### config.mk
export PLATFORM = sky130hd
export DESIGN_NAME = dac_scan_flat
export DESIGN_NICKNAME = d
export VERILOG_FILES = /design/src/rtl/dac_scan_pkg.sv /design/src/rtl/dac_scan_if.sv /design/src/rtl/dac_spi_frame.sv /design/src/rtl/dac_scan.sv /design/src/flat_wrapper.sv
export SDC_FILE = /design/constraint.sdc
export NUM_CORES = 1
export LEC_CHECK = 0
export BUFFER_PORTS_ARGS = -buffer_cell sky130_fd_sc_hd__buf_2
export CAP_MARGIN = 20
export CORE_MARGIN = 3
export CORE_UTILIZATION = 35
export CTS_CLUSTER_DIAMETER = 200
export CTS_CLUSTER_SIZE = 12
export DETAILED_ROUTE_END_ITERATION = 6
export SLEW_MARGIN = 20
export SYNTH_ARGS = -nofsm -noshare
export SYNTH_HDL_FRONTEND = slang
export SYNTH_SLANG_ARGS = --single-unit
### constraint.sdc
create_clock -name CLK50MHZ -period 2.35 [get_ports CLK50MHZ]
set_input_delay 0.235 -clock CLK50MHZ [delete_from_list [all_inputs] [get_ports CLK50MHZ]]
set_output_delay 0.235 -clock CLK50MHZ [all_outputs]
set_load 0.005 [all_outputs]
### src/rtl/dac_scan_pkg.sv
// Shared constants for the DAC scan controller: DAC commands, frame length
// and the scan FSM encoding.
package dac_scan_pkg;

  localparam int FRAME_LEN = 32;

  localparam logic [3:0] CMD_WRITE      = 4'b0000;
  localparam logic [3:0] CMD_UPDATE_ALL = 4'b0010;
  localparam logic [3:0] CMD_WRITE_UPD  = 4'b0011;

  typedef enum logic [1:0] {
    ST_IDLE   = 2'd0,
    ST_SELECT = 2'd1,
    ST_SHIFT  = 2'd2,
    ST_GAP    = 2'd3
  } scan_state_e;

  // 8 don't-care zeros, command, address, left-aligned data field
  function automatic logic [FRAME_LEN-1:0] pack_frame(input logic [3:0]  cmd,
                                                      input logic [3:0]  addr,
                                                      input logic [15:0] data);
    return {8'h00, cmd, addr, data};
  endfunction

endpackage

### src/rtl/dac_scan_if.sv
// Host-side bus of dac_scan: channel register writes plus status/readback.
interface dac_scan_if #(
  parameter int CH_W   = 2,
  parameter int DATA_W = 12
);
  import dac_scan_pkg::*;

  logic                 wr_en;
  logic [CH_W-1:0]      wr_ch;
  logic [DATA_W-1:0]    wr_data;
  logic                 sync_mode;
  logic                 wr_err;
  logic                 busy;
  logic                 frame_done;
  logic [FRAME_LEN-1:0] rx_data;

  modport master (
    output wr_en, wr_ch, wr_data, sync_mode,
    input  wr_err, busy, frame_done, rx_data
  );

  modport slave (
    input  wr_en, wr_ch, wr_data, sync_mode,
    output wr_err, busy, frame_done, rx_data
  );

endinterface

### src/rtl/dac_spi_frame.sv
// One-shot 32-bit SPI frame engine: SCK idles low, MOSI moves after falling
// edges, MISO is sampled on rising edges, CS_n low for 64*CLK_DIV cycles.
module dac_spi_frame
  import dac_scan_pkg::*;
#(
  parameter int CLK_DIV = 2
) (
  input  logic                 clk,
  input  logic                 rst_n,
  input  logic                 load_i,
  input  logic [FRAME_LEN-1:0] word_i,
  input  logic                 miso_i,
  output logic                 sck_o,
  output logic                 mosi_o,
  output logic                 cs_n_o,
  output logic                 done_o,
  output logic [FRAME_LEN-1:0] rx_o
);

  localparam int DIV_W = $clog2(CLK_DIV + 1);
  localparam int CNT_W = $clog2(FRAME_LEN);
  localparam logic [DIV_W-1:0] DIV_RELOAD = DIV_W'(CLK_DIV - 1);

  logic                 active_q, active_d;
  logic                 sck_q, sck_d;
  logic                 cs_n_q, cs_n_d;
  logic                 done_q, done_d;
  logic [DIV_W-1:0]     div_q, div_d;
  logic [CNT_W-1:0]     fall_cnt_q, fall_cnt_d;
  logic [FRAME_LEN-1:0] shift_q, shift_d;
  logic [FRAME_LEN-1:0] rx_shift_q, rx_shift_d;
  logic [FRAME_LEN-1:0] rx_q, rx_d;

  always_comb begin
    active_d   = active_q;
    sck_d      = sck_q;
    cs_n_d     = cs_n_q;
    done_d     = 1'b0;
    div_d      = div_q;
    fall_cnt_d = fall_cnt_q;
    shift_d    = shift_q;
    rx_shift_d = rx_shift_q;
    rx_d       = rx_q;
    if (load_i) begin
      active_d   = 1'b1;
      sck_d      = 1'b0;
      cs_n_d     = 1'b0;
      div_d      = DIV_RELOAD;
      fall_cnt_d = CNT_W'(FRAME_LEN - 1);
      shift_d    = word_i;
    end else if (active_q) begin
      if (div_q != '0) begin
        div_d = div_q - DIV_W'(1);
      end else begin
        div_d = DIV_RELOAD;
        if (!sck_q) begin
          sck_d      = 1'b1;
          rx_shift_d = {rx_shift_q[FRAME_LEN-2:0], miso_i};
        end else begin
          sck_d   = 1'b0;
          shift_d = {shift_q[FRAME_LEN-2:0], 1'b0};
          // the final falling edge closes the frame in the same cycle
          if (fall_cnt_q == '0) begin
            active_d = 1'b0;
            cs_n_d   = 1'b1;
            done_d   = 1'b1;
            rx_d     = rx_shift_q;
          end else begin
            fall_cnt_d = fall_cnt_q - CNT_W'(1);
          end
        end
      end
    end
  end

  always_ff @(posedge clk or negedge rst_n) begin
    if (!rst_n) begin
      active_q   <= 1'b0;
      sck_q      <= 1'b0;
      cs_n_q     <= 1'b1;
      done_q     <= 1'b0;
      div_q      <= '0;
      fall_cnt_q <= '0;
      shift_q    <= '0;
      rx_shift_q <= '0;
      rx_q       <= '0;
    end else begin
      active_q   <= active_d;
      sck_q      <= sck_d;
      cs_n_q     <= cs_n_d;
      done_q     <= done_d;
      div_q      <= div_d;
      fall_cnt_q <= fall_cnt_d;
      shift_q    <= shift_d;
      rx_shift_q <= rx_shift_d;
      rx_q       <= rx_d;
    end
  end

  assign sck_o  = sck_q;
  assign mosi_o = shift_q[FRAME_LEN-1];
  assign cs_n_o = cs_n_q;
  assign done_o = done_q;
  assign rx_o   = rx_q;

endmodule

### src/rtl/dac_scan.sv
// Multi-channel DAC refresh controller: channel registers with dirty bits,
// round-robin arbitration and command selection feeding one SPI frame engine.
module dac_scan
  import dac_scan_pkg::*;
#(
  parameter int CHANNELS = 4,
  parameter int DATA_W   = 12,
  parameter int CLK_DIV  = 2
) (
  input  logic     CLK50MHZ,
  input  logic     RST,
  dac_scan_if.slave host,
  output logic     SPI_SCK,
  output logic     DAC_CS,
  output logic     SPI_MOSI,
  output logic     DAC_CLR,
  input  logic     DAC_OUT
);

  // state  | meaning
  // IDLE   | nothing dirty, CS high
  // SELECT | pick next dirty channel, snapshot it, start the frame
  // SHIFT  | frame engine shifting, wait for its done pulse
  // GAP    | CS high for CLK_DIV cycles between frames

  localparam int CH_W  = (CHANNELS > 1) ? $clog2(CHANNELS) : 1;
  localparam int DIV_W = $clog2(CLK_DIV + 1);

  scan_state_e          state_q, state_d;
  logic [CHANNELS-1:0]  dirty_q, dirty_d;
  logic [CH_W-1:0]      ptr_q, ptr_d;
  logic [DIV_W-1:0]     gap_q, gap_d;
  logic                 wr_err_q;
  logic [DATA_W-1:0]    regs_q [CHANNELS];

  logic [CHANNELS-1:0]  wr_hit;
  logic                 wr_legal;
  logic                 sel_found;
  logic [CH_W-1:0]      sel_ch;
  logic [CHANNELS-1:0]  sel_mask;
  logic [CHANNELS-1:0]  remaining;
  logic [DATA_W-1:0]    sel_code;
  logic [CH_W-1:0]      next_ptr;
  logic [3:0]           cmd;
  logic [FRAME_LEN-1:0] frame_word;
  logic                 load;
  logic                 spi_done;
  logic                 spi_cs_n;
  logic [FRAME_LEN-1:0] spi_rx;

  always_comb begin
    wr_hit = '0;
    for (int c = 0; c < CHANNELS; c++) begin
      wr_hit[c] = host.wr_en && (host.wr_ch == CH_W'(c));
    end
  end

  assign wr_legal = |wr_hit;

  // first dirty channel at or after the pointer, wrapping
  always_comb begin
    sel_found = 1'b0;
    sel_ch    = '0;
    sel_mask  = '0;
    for (int k = 0; k < CHANNELS; k++) begin
      for (int c = 0; c < CHANNELS; c++) begin
        if (!sel_found && dirty_q[c] && (((int'(ptr_q) + k) % CHANNELS) == c)) begin
          sel_found   = 1'b1;
          sel_ch      = CH_W'(c);
          sel_mask[c] = 1'b1;
        end
      end
    end
  end

  always_comb begin
    sel_code = '0;
    for (int c = 0; c < CHANNELS; c++) begin
      if (sel_ch == CH_W'(c)) sel_code = regs_q[c];
    end
  end

  assign remaining  = dirty_q & ~sel_mask;
  assign next_ptr   = (32'(sel_ch) == 32'(CHANNELS - 1)) ? '0 : sel_ch + CH_W'(1);
  assign cmd        = !host.sync_mode ? CMD_WRITE_UPD :
                      (|remaining)    ? CMD_WRITE     : CMD_UPDATE_ALL;
  assign frame_word = pack_frame(cmd, 4'(sel_ch), 16'(sel_code) << (16 - DATA_W));

  always_comb begin
    state_d = state_q;
    dirty_d = dirty_q;
    ptr_d   = ptr_q;
    gap_d   = gap_q;
    load    = 1'b0;
    case (state_q)
      ST_IDLE: begin
        if (|dirty_q) state_d = ST_SELECT;
      end
      ST_SELECT: begin
        if (sel_found) begin
          load    = 1'b1;
          dirty_d = remaining;
          ptr_d   = next_ptr;
          state_d = ST_SHIFT;
        end else begin
          state_d = ST_IDLE;
        end
      end
      ST_SHIFT: begin
        if (spi_done) begin
          state_d = ST_GAP;
          gap_d   = DIV_W'(CLK_DIV - 1);
        end
      end
      ST_GAP: begin
        if (gap_q == '0) state_d = (|dirty_q) ? ST_SELECT : ST_IDLE;
        else             gap_d   = gap_q - DIV_W'(1);
      end
      default: state_d = ST_IDLE;
    endcase
    // a write landing on the channel being selected keeps it dirty
    dirty_d = dirty_d | wr_hit;
  end

  always_ff @(posedge CLK50MHZ or negedge RST) begin
    if (!RST) begin
      state_q  <= ST_IDLE;
      dirty_q  <= '0;
      ptr_q    <= '0;
      gap_q    <= '0;
      wr_err_q <= 1'b0;
      for (int c = 0; c < CHANNELS; c++) regs_q[c] <= '0;
    end else begin
      state_q  <= state_d;
      dirty_q  <= dirty_d;
      ptr_q    <= ptr_d;
      gap_q    <= gap_d;
      wr_err_q <= host.wr_en && !wr_legal;
      for (int c = 0; c < CHANNELS; c++) begin
        if (wr_hit[c]) regs_q[c] <= host.wr_data;
      end
    end
  end

  dac_spi_frame #(
    .CLK_DIV (CLK_DIV)
  ) u_spi (
    .clk    (CLK50MHZ),
    .rst_n  (RST),
    .load_i (load),
    .word_i (frame_word),
    .miso_i (DAC_OUT),
    .sck_o  (SPI_SCK),
    .mosi_o (SPI_MOSI),
    .cs_n_o (spi_cs_n),
    .done_o (spi_done),
    .rx_o   (spi_rx)
  );

  assign DAC_CS          = spi_cs_n;
  assign DAC_CLR         = RST;
  assign host.wr_err     = wr_err_q;
  assign host.busy       = (state_q != ST_IDLE) || (|dirty_q);
  assign host.frame_done = spi_done;
  assign host.rx_data    = spi_rx;

endmodule

### src/flat_wrapper.sv
// flat-port wrapper written by rule: the top's interface ports become plain ports
module dac_scan_flat import dac_scan_pkg::*;
#(
  parameter int CHANNELS = 4,
  parameter int DATA_W   = 12,
  parameter int CLK_DIV  = 2
)
  (CLK50MHZ, RST, SPI_SCK, DAC_CS, SPI_MOSI, DAC_CLR, DAC_OUT, host_wr_en, host_wr_ch, host_wr_data, host_sync_mode, host_wr_err, host_busy, host_frame_done, host_rx_data);
  dac_scan_if #(.CH_W(2), .DATA_W(DATA_W)) host_i ();
  input  logic CLK50MHZ;
  input  logic RST;
  output logic SPI_SCK;
  output logic DAC_CS;
  output logic SPI_MOSI;
  output logic DAC_CLR;
  input  logic DAC_OUT;
  input wire logic [$bits(host_i.wr_en)-1:0] host_wr_en;
  input wire logic [$bits(host_i.wr_ch)-1:0] host_wr_ch;
  input wire logic [$bits(host_i.wr_data)-1:0] host_wr_data;
  input wire logic [$bits(host_i.sync_mode)-1:0] host_sync_mode;
  output wire logic [$bits(host_i.wr_err)-1:0] host_wr_err;
  output wire logic [$bits(host_i.busy)-1:0] host_busy;
  output wire logic [$bits(host_i.frame_done)-1:0] host_frame_done;
  output wire logic [$bits(host_i.rx_data)-1:0] host_rx_data;
  assign host_i.wr_en = host_wr_en;
  assign host_i.wr_ch = host_wr_ch;
  assign host_i.wr_data = host_wr_data;
  assign host_i.sync_mode = host_sync_mode;
  assign host_wr_err = host_i.wr_err;
  assign host_busy = host_i.busy;
  assign host_frame_done = host_i.frame_done;
  assign host_rx_data = host_i.rx_data;
  dac_scan #(.CHANNELS(CHANNELS), .DATA_W(DATA_W), .CLK_DIV(CLK_DIV)) u_core (.CLK50MHZ(CLK50MHZ), .RST(RST), .host(host_i), .SPI_SCK(SPI_SCK), .DAC_CS(DAC_CS), .SPI_MOSI(SPI_MOSI), .DAC_CLR(DAC_CLR), .DAC_OUT(DAC_OUT));
endmodule
==> flow_metrics.py <==
metrics = {
    "status": {
        "run_status": "finished clean",
    },
    "placement": {
        "port-buffer-count": 57,
        "final_wtd_congestion": 0.793,
        "hpwl_um": 9370,
        "place_inst": 874,
    },
    "cells_and_area": {
        "nFillCells": 1784,
        "syn_to_final_growth_pct": 20.6,
        "nets": 660,
        "finalCoreUtilization_pct": 43.2,
        "instances_no_fill": 912,
        "multiInputGateArea_um2": 2750,
        "diodes": 0,
        "share_of_post_route_cells_with_drive_strength_above_1_pct": 38.2,
        "mostFrequentLayoutCell": "sky130_fd_sc_hd__dfrtp_1",
        "final_cell_mix": "sky130_fd_sc_hd__dfrtp_1, sky130_fd_sc_hd__mux2_2, sky130_fd_sc_hd__nand2_1, sky130_fd_sc_hd__buf_2, sky130_fd_sc_hd__a21oi_1",
        "regArea_um2": 4060,
    },
    "clocking": {
        "clk_latency_ns": 0.43,
        "tritoncts.num_buffers": 17,
        "cts.sink_count": 162,
        "ctsRootBufferMaster": "sky130_fd_sc_hd__clkbuf_16",
        "clock_path_buffers": 2,
        "htree_num_levels": 4,
        "clk_pin_slew_worst_paths_ns": 0.06,
        "cts_tree": "yes",
    },
    "worst_setup_path": {
        "rr_worst_depth": 9,
        "cp-start-kind": "flip-flop",
        "critical_path.cell_chain": "a21boi_1 > o22ai_1 > a31o_2 > ha_1 > nor2b_2 > buf_4 > a221o_1 > a221oi_2 > a21oi_1",
        "timing_worst_setup_path_type": "reg -> reg",
        "r2r-end": "u_core.u_spi.shift_q[4]$_DFFE_PN0P_",
        "slowest_stage": "sky130_fd_sc_hd__dfrtp_2",
        "timing.rr.start": "u_core.ptr_q[1]$_DFFE_PN0P_",
        "arrival_ns": 2.53,
        "timing.critical_path.fanout_max": 9,
        "worst_ep_required_time_ns": 2.64,
        "setup.reg_to_reg.worst_slack_ns": 0.11,
        "crit_path_end_kind": "flip-flop",
        "cp_slowest_stage_delay_ns": 0.47,
    },
    "grt": {
        "grt_util_all_layers_pct": 13.9,
        "antenna_found_initial": 2,
        "grt-ovfl-total": 0,
        "grt_max_degree": 63,
        "grt_pass1_wl_um": 24200,
        "first_global_vias": 4761,
    },
    "drt": {
        "drc": 0,
        "num_vias": 4506,
        "avgViaCountPerCell": 4.94,
        "route.detailed.wl_per_inst_um": 15.7,
        "detailedRoute.firstIterationViolations": 318,
        "drtPass1Iterations": 4,
        "totalWireLength_um": 14300,
        "postRouteAntennaNets": 0,
    },
    "synth": {
        "synth_flop_cell": "sky130_fd_sc_hd__dfrtp_1",
        "syn-num-nets": 585,
        "ys_types": 47,
        "synth_compound_area_share_pct": 9.18,
        "synth_top_family_by_area": "multiplexers",
        "yosysWarningCount": 0,
        "synth_area_um2": 7020,
        "post-synth-top-area-cell": "sky130_fd_sc_hd__dfrtp_1",
        "synth-edff-count": 0,
        "yosys-top-cells-area": "sky130_fd_sc_hd__dfrtp_1, sky130_fd_sc_hd__mux2_2, sky130_fd_sc_hd__mux2_4",
        "post_synth_inst_count": 559,
        "synth.area.mux_share_pct": 19.8,
        "postSynthRegisterBits": 162,
        "synth_seq_area_share_pct": 57.7,
        "xor_xnor_portion_of_the_synthesized_cell_area_pct": 0.499,
        "yosys.area.top_type_share_pct": 57.4,
        "synthesis.area_per_instance_um2": 12.6,
        "asyncSetResetFlopFracSynth_pct": 100,
        "synthAdderAreaFrac_pct": 1.39,
        "synth_simple_gate_area_share_pct": 7.64,
    },
    "sta": {
        "worst_slew_margin_rel_pct": 49.8,
        "finClkSkew_ns": 0.0147,
        "report.final.slew_viol_count": 0,
        "fmaxAchievable_mhz": 447,
        "report.final.hold_viol_count": 0,
        "layout_worst_path_cycle_share_pct": 95.2,
        "max_slew.worst_pin.slew_ns": 0.751,
        "count_of_final_setup_violators": 0,
        "fin_crit_ns": 2.24,
    },
    "min_path": {
        "worstHoldStart": "DAC_OUT",
        "hp-class": "in -> reg",
        "hold-path-cell-count": 2,
        "min_to": "u_core.u_spi.rx_shift_q[0]$_DFFE_PN0P_",
    },
    "power_and_ir_drop": {
        "vdd_drop_max_uv": 464,
        "power_density_normalized_to_cell_area_nw_per_um2": 750,
        "cellLeakagePower_uw": 0.00415,
    },
    "floorplan": {
        "initial_core_util_pct": 35.8,
        "core_um2": 19600,
        "die_area_um2": 21800,
        "top_level_i_o_count": 58,
        "floorplan.die.height_um": 148,
        "placementRows": 51,
        "die_x_um": 148,
    },
    "flow_run": {
        "max_cap_viol_count": 0,
    },
}
==> per-layer routing <==
| metal | track usage, % | share of wire [%] |
|---|---|---|
| met5 | 0 | 0.15 |
| met4 | 5.27 | 1.2 |
| met3 | 3.71 | 4.3 |
| met2 | 22.7 | 50 |
| met1 | 17.7 | 44 |
==> synth_stat cells, types with 2 or more instances <==
master,instances
sky130_fd_sc_hd__o21ai_0,8
sky130_fd_sc_hd__xor2_1,3
sky130_fd_sc_hd__nand2b_1,4
sky130_fd_sc_hd__a21boi_0,2
sky130_fd_sc_hd__mux2_2,82
sky130_fd_sc_hd__a31oi_1,2
sky130_fd_sc_hd__a221oi_1,13
sky130_fd_sc_hd__clkbuf_1,24
sky130_fd_sc_hd__and3_1,4
sky130_fd_sc_hd__nor2_1,14
sky130_fd_sc_hd__nor2b_1,3
sky130_fd_sc_hd__nor3_1,3
sky130_fd_sc_hd__buf_6,4
sky130_fd_sc_hd__nand3_1,5
sky130_fd_sc_hd__o22ai_1,4
sky130_fd_sc_hd__ha_1,7
sky130_fd_sc_hd__nand3b_1,3
sky130_fd_sc_hd__a32oi_1,10
sky130_fd_sc_hd__dfrtp_1,161
sky130_fd_sc_hd__a211o_1,12
sky130_fd_sc_hd__buf_1,6
sky130_fd_sc_hd__nand2_1,73
sky130_fd_sc_hd__mux2i_1,2
sky130_fd_sc_hd__inv_1,23
sky130_fd_sc_hd__a21oi_1,36
sky130_fd_sc_hd__mux2_4,30
==> logic make-up after synthesis <==
| logic type | after synthesis |
|---|---|
| DFF | 162 |
| and+or+nand+nor | 116 |
| muxes | 114 |
| AOI/OAI and AO/OA | 95 |
| buffers and inverters | 59 |
| adders and majority gates | 8 |
| xor gates and xnor gates | 4 |
| other | 1 |
==> worst max path at each step <==
stage                                           start                              endpoint  cells past startpoint
after global placement    u_core.ptr_q[1]$_DFFE_PN0P_   u_core.u_spi.shift_q[4]$_DFFE_PN0P_                      9
after floorplan           u_core.dirty_q[1]$_DFF_PN0_  u_core.u_spi.shift_q[15]$_DFFE_PN0P_                     11
after global routing      u_core.dirty_q[1]$_DFF_PN0_  u_core.u_spi.shift_q[14]$_DFFE_PN0P_                     10
final                     u_core.ptr_q[1]$_DFFE_PN0P_   u_core.u_spi.shift_q[4]$_DFFE_PN0P_                      9
after detailed placement  u_core.ptr_q[1]$_DFFE_PN0P_  u_core.u_spi.shift_q[13]$_DFFE_PN0P_                      9
after CTS                 u_core.dirty_q[0]$_DFF_PN0_  u_core.u_spi.shift_q[13]$_DFFE_PN0P_                      9
==> what timing repair did <==
item,in CTS,in global routing
hold buffers,2,0
gates resized for setup,3,9
hold endpoints to repair,46,0
endpoints found under the setup margin,18,55
buffers inserted,0,4
==> report_power, final <==
part | total, uW | leakage (uW) | switching, uW | internal [uW]
combinational | 398 | 0.00178 | 173 | 225
sequential | 3070 | 0.00207 | 99.6 | 2970
clock | 2890 | 0.000307 | 1070 | 1820
total | 6360 | 0.00415 | 1340 | 5010
==> state kept, by name (all words and copies together) (netlist names), 2 cells and up, named ones only <==
signal,flops
u_core.u_spi.rx_o,32
u_core.u_spi.shift_q,28
u_core.u_spi.fall_cnt_q,5
u_core.gap_q,2
u_core.dirty_q,4
u_core.regs_q,48
u_core.ptr_q,2
u_core.u_spi.rx_shift_q,32
u_core.u_spi.div_q,2
==> metrics by stage <==
stage               setup slack (ns)  total power [uW]  setup TNS (ns)  hold WS [ns]  cell area (um2)
finish                         0.112              6360               0        0.0406             8470
global route                 -0.0106              6620         -0.0157        0.0308             8470
CTS                          0.00752              6440               0        0.0244             8420
detailed placement           -0.0261              3520         -0.0395         0.209             7760
global placement              0.0396              3480               0         0.196             7760
floorplan                     0.0526              3350               0       -0.0606             7020
==> worst max-delay path, delay by kind of cell, from the launching register on <==
kind	cells	cell delay [ns]
AOI/OAI and AO/OA	6	1.14
adders and majority gates	1	0.20
buffers and inverters	1	0.14
DFF	1	0.47
and+or+nand+nor	1	0.16
==> cell type report <==
cell class,instances,area share (%)
clock buffer,24,5.92
clock inverter,8,1.48
sequential,162,47.9
tap,265,3.91
timing repair buffer,92,7.24
multi-input combinational,338,32.5
inverter,23,1.02
Power figures use the tool's default switching activity.
